--- src/rtl/filter_loader_pkg.sv ---
// Shared types and constants for the 3x3x3 filter bank loader.
// Geometry constants, FSM state enum and default weight/filter typedefs.
package filter_loader_pkg;

    typedef enum logic [1:0] {
        StIdle,
        StLoad,
        StFinish
    } state_e;

    localparam int unsigned KSIZE            = 3;
    localparam int unsigned NCHAN            = 3;
    localparam int unsigned BEATS_PER_FILTER = KSIZE * KSIZE * NCHAN;
    localparam int unsigned DEFAULT_WIDTH    = 8;

    typedef logic [DEFAULT_WIDTH-1:0] weight_t;
    typedef weight_t [KSIZE-1:0][KSIZE-1:0][NCHAN-1:0] filter_t;

    // Out-of-range filter selects collapse onto the highest filter.
    function automatic int unsigned clamp_sel(input int unsigned sel, input int unsigned num);
        return (sel >= num) ? (num - 1) : sel;
    endfunction

endpackage

--- src/rtl/filter_index_counter.sv ---
// Row/column/channel/filter counter chain; channel is the fastest-moving digit.
// last_beat flags the final position of either one filter or the whole bank.
module filter_index_counter
    import filter_loader_pkg::*;
#(
    parameter int unsigned NUM_FILTERS = 4,
    parameter int unsigned FW          = 2
) (
    input  logic          clk,
    input  logic          rst_n,
    input  logic          clear,
    input  logic [FW-1:0] preset_filt,
    input  logic          inc,
    input  logic          single,
    output logic [FW-1:0] filt,
    output logic [1:0]    row,
    output logic [1:0]    col,
    output logic [1:0]    chan,
    output logic          last_beat
);

    logic [FW-1:0] filt_q, filt_d;
    logic [1:0]    row_q, row_d;
    logic [1:0]    col_q, col_d;
    logic [1:0]    chan_q, chan_d;

    logic chan_wrap, col_wrap, row_wrap, filt_wrap;

    assign chan_wrap = (chan_q == 2'(NCHAN - 1));
    assign col_wrap  = (col_q == 2'(KSIZE - 1));
    assign row_wrap  = (row_q == 2'(KSIZE - 1));
    assign filt_wrap = (filt_q == FW'(NUM_FILTERS - 1));

    always_comb begin
        filt_d = filt_q;
        row_d  = row_q;
        col_d  = col_q;
        chan_d = chan_q;
        if (clear) begin
            filt_d = preset_filt;
            row_d  = '0;
            col_d  = '0;
            chan_d = '0;
        end else if (inc) begin
            chan_d = chan_wrap ? 2'd0 : chan_q + 2'd1;
            if (chan_wrap) begin
                col_d = col_wrap ? 2'd0 : col_q + 2'd1;
                if (col_wrap) begin
                    row_d = row_wrap ? 2'd0 : row_q + 2'd1;
                    if (row_wrap) begin
                        filt_d = filt_wrap ? '0 : filt_q + FW'(1);
                    end
                end
            end
        end
    end

    always_ff @(posedge clk or negedge rst_n) begin
        if (!rst_n) begin
            filt_q <= '0;
            row_q  <= '0;
            col_q  <= '0;
            chan_q <= '0;
        end else begin
            filt_q <= filt_d;
            row_q  <= row_d;
            col_q  <= col_d;
            chan_q <= chan_d;
        end
    end

    assign filt      = filt_q;
    assign row       = row_q;
    assign col       = col_q;
    assign chan      = chan_q;
    assign last_beat = chan_wrap && col_wrap && row_wrap && (single || filt_wrap);

endmodule

--- src/rtl/filter_loader.sv ---
// Streams weights into a bank of 3x3x3 filters, either the whole bank or one filter.
// bank_valid reports that every filter has been written at least once since reset.
module filter_loader
    import filter_loader_pkg::*;
#(
    parameter int unsigned WIDTH       = 8,
    parameter int unsigned NUM_FILTERS = 4
) (
    input  logic             clk,
    input  logic             rst_n,
    input  logic             start,
    input  logic             load_all,
    input  logic [1:0]       load_sel,
    input  logic [WIDTH-1:0] s_data,
    input  logic             s_valid,
    output logic             s_ready,
    output logic [NUM_FILTERS-1:0][KSIZE-1:0][KSIZE-1:0][NCHAN-1:0][WIDTH-1:0] filters,
    output logic             busy,
    output logic             done,
    output logic             bank_valid
);

    localparam int unsigned FW = (NUM_FILTERS > 1) ? $clog2(NUM_FILTERS) : 1;

    typedef logic [NUM_FILTERS-1:0][KSIZE-1:0][KSIZE-1:0][NCHAN-1:0][WIDTH-1:0] bank_t;

    state_e state_q, state_d;

    logic                   all_q, all_d;
    logic [FW-1:0]          sel_q, sel_d;
    bank_t                  filters_q, filters_d;
    logic [NUM_FILTERS-1:0] written_q, written_d;

    logic          accept;
    logic          cnt_clear;
    logic [FW-1:0] sel_clamped;
    logic [FW-1:0] preset_filt;
    logic [FW-1:0] filt;
    logic [1:0]    row, col, chan;
    logic          last_beat;

    assign accept      = (state_q == StLoad) && s_valid;
    assign cnt_clear   = (state_q == StIdle) && start;
    assign sel_clamped = FW'(clamp_sel(32'(load_sel), NUM_FILTERS));
    assign preset_filt = load_all ? '0 : sel_clamped;

    filter_index_counter #(
        .NUM_FILTERS (NUM_FILTERS),
        .FW          (FW)
    ) u_index (
        .clk         (clk),
        .rst_n       (rst_n),
        .clear       (cnt_clear),
        .preset_filt (preset_filt),
        .inc         (accept),
        .single      (~all_q),
        .filt        (filt),
        .row         (row),
        .col         (col),
        .chan        (chan),
        .last_beat   (last_beat)
    );

    // FSM state register
    always_ff @(posedge clk or negedge rst_n) begin
        if (!rst_n) begin
            state_q <= StIdle;
        end else begin
            state_q <= state_d;
        end
    end

    // FSM next state; start is only looked at in idle
    always_comb begin
        state_d = state_q;
        unique case (state_q)
            StIdle:   if (start) state_d = StLoad;
            StLoad:   if (accept && last_beat) state_d = StFinish;
            StFinish: state_d = StIdle;
            default:  state_d = StIdle;
        endcase
    end

    // FSM outputs
    always_comb begin
        s_ready = (state_q == StLoad);
        busy    = (state_q == StLoad) || (state_q == StFinish);
        done    = (state_q == StFinish);
    end

    always_comb begin
        all_d     = all_q;
        sel_d     = sel_q;
        filters_d = filters_q;
        written_d = written_q;
        if (cnt_clear) begin
            all_d = load_all;
            sel_d = sel_clamped;
        end
        if (accept) begin
            filters_d[filt][row][col][chan] = s_data;
        end
        // Written flags commit only on completion so an aborted load never counts.
        if (state_q == StFinish) begin
            if (all_q) begin
                written_d = '1;
            end else begin
                written_d[sel_q] = 1'b1;
            end
        end
    end

    always_ff @(posedge clk or negedge rst_n) begin
        if (!rst_n) begin
            all_q     <= 1'b0;
            sel_q     <= '0;
            filters_q <= '0;
            written_q <= '0;
        end else begin
            all_q     <= all_d;
            sel_q     <= sel_d;
            filters_q <= filters_d;
            written_q <= written_d;
        end
    end

    assign filters    = filters_q;
    assign bank_valid = &written_q;

endmodule

--- config.mk ---
export PLATFORM = sky130hd
export DESIGN_NAME = filter_loader
export DESIGN_NICKNAME = d
export VERILOG_FILES = /design/src/rtl/filter_loader_pkg.sv /design/src/rtl/filter_index_counter.sv /design/src/rtl/filter_loader.sv
export SDC_FILE = /design/constraint.sdc
export NUM_CORES = 1
export LEC_CHECK = 0
export CAP_MARGIN = 20
export CORE_AREA = 5 5 343 345
export DETAILED_ROUTE_END_ITERATION = 8
export DIE_AREA = 0 0 348 350
export HOLD_SLACK_MARGIN = 0.03
export SYNTH_ARGS = -nofsm -noshare
export SYNTH_HDL_FRONTEND = slang
export SYNTH_HIERARCHICAL = 1
export SYNTH_SLANG_ARGS = --single-unit
--- constraint.sdc ---
create_clock -name clk -period 2 [get_ports clk]
set_clock_uncertainty 0.15 [all_clocks]
set_input_delay 0.3 -clock clk [delete_from_list [all_inputs] [get_ports clk]]
set_output_delay 0.3 -clock clk [all_outputs]
set_load 0.1 [all_outputs]
==> Word-level counts from Yosys, hierarchy flattened <==
Index checks and enable logic that the tools add are counted.
W data, S select, Z words.
{ "totals": {"reg_bits": 881} }
{ "classes": {"add_sub_neg": 4, "magnitude_cmp": 10, "n_eq_ne": 8, "n_mux": 34, "bitwise": 2, "n_reduce_logical": 23} }
{ "op_table": {"columns": ["cell", "n"], "rows": [
  ["$bwmux W864", 1],
  ["$demux W216 S2", 1],
  ["$mux W216", 1],
  ["$demux W72 S2", 1],
  ["$mux W72", 1],
  ["$demux W24 S2", 1],
  ["$mux W2", 21],
  ["$mux W24", 1],
  ["$demux W8 S2", 1],
  ["$lt A2 B3 Y1 const B", 5],
  ["$logic_and A1 B1 Y1", 11],
  ["$eq A2 B2 Y1 const B", 5],
  ["$ge A2 B1 Y1 const B", 5],
  ["$add A2 B1 Y2 const B", 4],
  ["$mux W8", 1],
  ["$reduce_and A4 Y1", 2],
  ["$reduce_bool A2 Y1", 4],
  ["$mux W4", 1],
  ["$or A4 B4 Y4", 1],
  ["$pmux W2 S2", 1],
  ["$reduce_and A2 Y1", 2],
  ["$reduce_and A3 Y1", 1],
  ["$demux W1 S2", 1],
  ["$eq A2 B1 Y1 const B", 1],
  ["6 further kinds", 7]
]} }

==> Longest topological paths before layout <==
Gate-level depths: netlist of run 1.
{ "depth": {"word_depth": 11, "mapped_depth": 8, "mapped_depth_nobuf": 7} }

==> Hierarchy <==
Netlist of run 1, hierarchy kept.
{ "by_module_without_submodules": {"columns": ["module", "n_inst", "cells_per_inst", "area_per_inst_um2"], "rows": [
  ["filter_loader", 1, 2028, 34753.3],
  ["filter_index_counter", 1, 45, 436.7]
]} }

==> Worst setup path before layout of run 1 <==
Ideal clock, no wire load.
{ "synth_timing": {"kind": "reg-to-reg", "start": "reg state_q[1]", "end": "reg filters_q (netlist bit filters[312])", "arrival_time_ns": 2.587, "required_ns": 1.725, "slack_ns": -0.862, "stages_incl_launch_ff": 8, "path_buffers": 2, "path_cell_list": "dfrtp_1 inv_1 ha_1 and4b_1 buf_6 buf_6 nand3_4 mux2_4"} }
{ "synth_via": {"elab_chain_len": 2} }
{ "synth_rtl": {"columns": ["element", "line", "rtl"], "rows": [
  ["start, declared", "filter_loader.sv:27", "state_e state_q, state_d;"],
  ["start signal, assigned", "filter_loader.sv:67", "state_q <= StIdle;"],
  ["start signal, assigned", "filter_loader.sv:69", "state_q <= state_d;"],
  ["$eq A2 B1 Y1", null, null],
  ["net s_ready", "filter_loader.sv:16", "output logic s_ready,"],
  ["$logic_and A1 B1 Y1", "filter_loader.sv:42", "assign accept = (state_q == StLoad) && s_valid;"],
  ["end signal, assigned", "filter_loader.sv:122", "filters_q <= filters_d;"],
  ["end, declared", "filter_loader.sv:31", "bank_t filters_q, filters_d;"]
]} }
The timed path passes the listed nets, and every way through them passes these cells.
A chain may end at the register's enable or synchronous reset.

==> Final worst setup path of run 1 <==
{ "layout_timing": {"start": "reg state_q[1]", "end": "reg filters_q (netlist bit filters[231])"} }
{ "layout_via": {"elab_chain_len": 2} }
{ "layout_rtl": {"columns": ["element", "line"], "rows": [
  ["$eq A2 B1 Y1", "filter_loader.sv:42"],
  ["$logic_and A1 B1 Y1", "filter_loader.sv:42"]
]} }
No other way between the ends.

==> impl_metrics.json, run 1 <==
{
  "result_of_the_run": "complete, but fails checks",
  "violations": "negative setup slack",
  "cts-root-buf": "clkbuf_16",
  "layout_commonest_cell": "buf_4",
  "grt_antenna_before_repair": 2,
  "p_leak_nw": 25.7,
  "rsz0062_at_grt": "yes",
  "cpLargestDelayFamily": "buffers and inverters",
  "fin_crit_sh_pct": 105,
  "crit_top_cell": "buf_12",
  "routed_via_density": 4.65,
  "netlist_instances": 2073,
  "post-place-ws_ns": -0.416,
  "synth_largest_type_area_fraction_pct": 62.6,
  "congestion_overflow_gr": 0,
  "tightestPinTransition_ns": 0.733,
  "drtIter0Drc": 864,
  "hold-path-endpoint": "filters[136]$_DFFE_PN0P_",
  "yosysWarnings": 6,
  "floorplan.initialDensity_pct": 30.9,
  "floorplan.die_area_sq_mm": 0.122,
  "io_buffer_count": 882,
  "critical_path_buf_inv_count": 3,
  "postSynthNetCount": 2094,
  "worst_slack_ns": -0.102,
  "whs_ns": 0.102,
  "crit_path_end_kind": "flip-flop",
  "crit_path_max_fanout": 13,
  "min-delay-start": "s_data[0]",
  "post-dp-hpwl_microns": 82100,
  "sequential_area_share_after_synthesis_pct": 62.6,
  "post-route-min-period_ns": 2.10,
  "clk_pin_slew_worst_paths_ns": 0.06,
  "post-synth-top-area-cell": "dfrtp_1",
  "ff2ff_setup_slack_ns": -0.10,
  "r2r_end": "filters[231]$_DFFE_PN0P_",
  "clock_tree.buffer_depth": 3,
  "ir_worst_vdd_mv": 0.938,
  "final-setup-viol-count": 638,
  "core_area_sq_mm": 0.114,
  "placementRows": 124,
  "grt_first_pass_wirelength_microns": 169000,
  "die_width_microns": 348,
  "critPathArrivalTime_ns": 2.50,
  "maxClockFrequency_mhz": 476,
  "clock-sinks": 881,
  "power.density_mw_per_mm2": 1040,
  "dr.pass1.iters": 5,
  "clk-insertion-delay-late_ns": 0.66,
  "floorplan.io_pins": 883,
  "globalplace.congestion": 0.765,
  "mappedNetlistArea_sq_mm": 0.0352,
  "drt_wl_total_microns": 117000,
  "worstRegToRegCells": 7,
  "post_synth.cell_area_avg_sq_um": 17.0,
  "critical_path.reg2reg.startpoint": "state_q[1]$_DFFE_PN0P_",
  "timing.critical_path.slowest_cell_delay_ns": 0.39,
  "track_usage_pct": 18.7,
  "yosys-top-cells-area": "dfrtp_1 (63%), mux2_2 (26%), nand3_4 (4.5%), mux2_4 (2.1%), clkbuf_1 (1.0%)",
  "wire_per_inst_microns": 24.9,
  "ant_nets": 0,
  "crit_path_top_delay_cell": "dfrtp_1",
  "design.final.nets": 3136,
  "worst_setup_path_start_kind": "flip-flop",
  "number_of_global_route_vias_before_repair": 23000,
  "final_cell_mix": "buf_4 (928), dfrtp_1 (876), mux2_2 (812), buf_12 (113), nand3_4 (105)",
  "worstPathCellList": "inv_2, ha_4, and4b_4, buf_12, buf_12, nand3_4, mux2_2",
  "syn_to_final_growth_pct": 40.4,
  "clock_tree.htree_level_count": 3,
  "holdPathStages": 3,
  "vias": 21900,
  "drive_above_1_share_pct": 69.7,
  "post-route-drc-count": 0,
  "max_cap_violations": 0,
  "hold_violations": 0,
  "report.final.slew_viol_count": 0,
  "grt_start_max_net_pins": 109,
  "ys_ff_latch": 881,
  "numCtsBuffers": 95,
  "tns_ns": -19.51,
  "required_ns": 2.39,
  "holdCritPathClass": "in2reg",
  "max-slew-margin-rel_pct": 51.1,
  "chipHeight_microns": 350,
  "cts_tree": "built",
  "critPathKind": "reg2reg",
  "synth_cell_types": 38
}
[state kept, by name (all words and copies together), names as in the netlist]
signal / cells
u_index/row: 2
all_q: 1
filters: 864
state_q: 2
sel_q: 2
u_index/col: 2
u_index/chan: 2
written_q: 4
u_index/filt: 2
[worst reg2reg max path: cells and delay by family (launching register included)]
family / cells / cell delay, ns
adders and majority gates: 1 / 0.18
and+or+nand+nor: 2 / 0.44
muxes: 1 / 0.33
buffers and inverters: 3 / 0.49
DFF: 1 / 0.39
[metrics by stage]
stage	utilization (%)	total power [mW]	cell area [sq um]	cells
CTS	43.2	52.2	49200	4692
floorplan	-	29.4	35300	2073
global route	43.4	53.5	49400	4703
finish	43.4	51.6	49400	4704
detailed placement	39.9	34.0	45500	4489
global placement	39.9	33.9	45500	4489
[repair_timing]
| action | in CTS | in global routing |
|---|---|---|
| pin swaps | 20 | 15 |
| gates cloned | 5 | 0 |
| hold buffers | 6 | 0 |
| endpoints found under the setup margin | 838 | 864 |
| resized for setup | 56 | 18 |
| hold endpoints to repair | 910 | 0 |
| setup buffers | 21 | 10 |
[cell type report]
cell class	count	area (sq um)
timing repair buffer	1079	9730
tap	1512	1890
sequential	881	22100
fill	10400	64500
antenna	3	7.51
clock buffer	143	2800
inverter	8	35.0
clock inverter	28	297
multi-input combinational	1050	12600
[cell usage after synthesis]
master     number
o211ai_1        1
a31oi_1         1
and2_1          1
buf_12          1
mux2i_1         1
nor4b_4         4
a21oi_1         5
buf_6          29
o21ai_0         6
and4bb_2        5
and4b_1         2
nand4bb_4       1
inv_1           8
nor2b_1         5
dfrtp_1       881
nand3_2        18
or4_1           4
mux2_2        819
nand3_1         3
o21ai_1         1
or3_1           1
nor4b_1         1
ha_1            6
mux2_4         49
nor4_4          1
nor2_1          6
nand3_4        90
a21o_1          4
nor2_4          1
or3b_1          1
nand2_1         8
buf_4           4
buf_8           2
clkbuf_1       97
nand2b_1        2
buf_2           1
and4_1          2
nand3b_1        1
[layer usage]
metal  routed length, microns  vias up  global-route usage, %
met3                     8050      168                   5.47
met2                    57700      669                   31.4
met1                    47300    11500                   23.0
met4                     4240        0                   6.97
li1                         -     9528                      -
met5                        0        -                      0
[cell families (layout without fill, tap and decap cells)]
logic type      Yosys count  after routing  share of synthesized area (%)
fa+ha+maj                 6              6                          0.213
flops                   881            881                           62.6
compound gates           18             18                          0.295
mux                     869            869                           28.3
simple gates            157            157                           6.23
buf+inv                 142           1258                           2.29
other cells               0              3                              0
[where the power goes]
| group | total (mW) | switching, mW | internal, mW |
|---|---|---|---|
| clock | 17.4 | 7.36 | 10.1 |
| combinational | 14.7 | 10.8 | 3.93 |
| sequential | 19.5 | 0.635 | 18.8 |
| total | 51.6 | 18.7 | 32.8 |
[worst max-delay path by stage]
stage	from	to	slack [ns]	depth (start not counted)
global route	state_q[0]$_DFFE_PN0P_	s_ready	-0.17	4
detailed placement	s_valid	filters[269]$_DFFE_PN0P_	-0.42	6
CTS	state_q[1]$_DFFE_PN0P_	busy	-0.15	4
global placement	s_valid	filters[269]$_DFFE_PN0P_	-0.38	6
finish	state_q[1]$_DFFE_PN0P_	filters[231]$_DFFE_PN0P_	-0.10	7
floorplan	state_q[1]$_DFFE_PN0P_	filters[312]$_DFFE_PN0P_	-0.21	7
Power figures use the tool's default switching activity.
==> inputs of run 2 (changes only) <==
--- a/config.mk
+++ b/config.mk
@@ -9,6 +9,7 @@
 export CORE_AREA = 5 5 343 345
 export DETAILED_ROUTE_END_ITERATION = 8
 export DIE_AREA = 0 0 348 350
+export GPL_TIMING_DRIVEN = 1
 export HOLD_SLACK_MARGIN = 0.03
 export SYNTH_ARGS = -nofsm -noshare
 export SYNTH_HDL_FRONTEND = slang
==> results of run 2 <==
Final layout, timing and power as in run 1 (identical DEF).
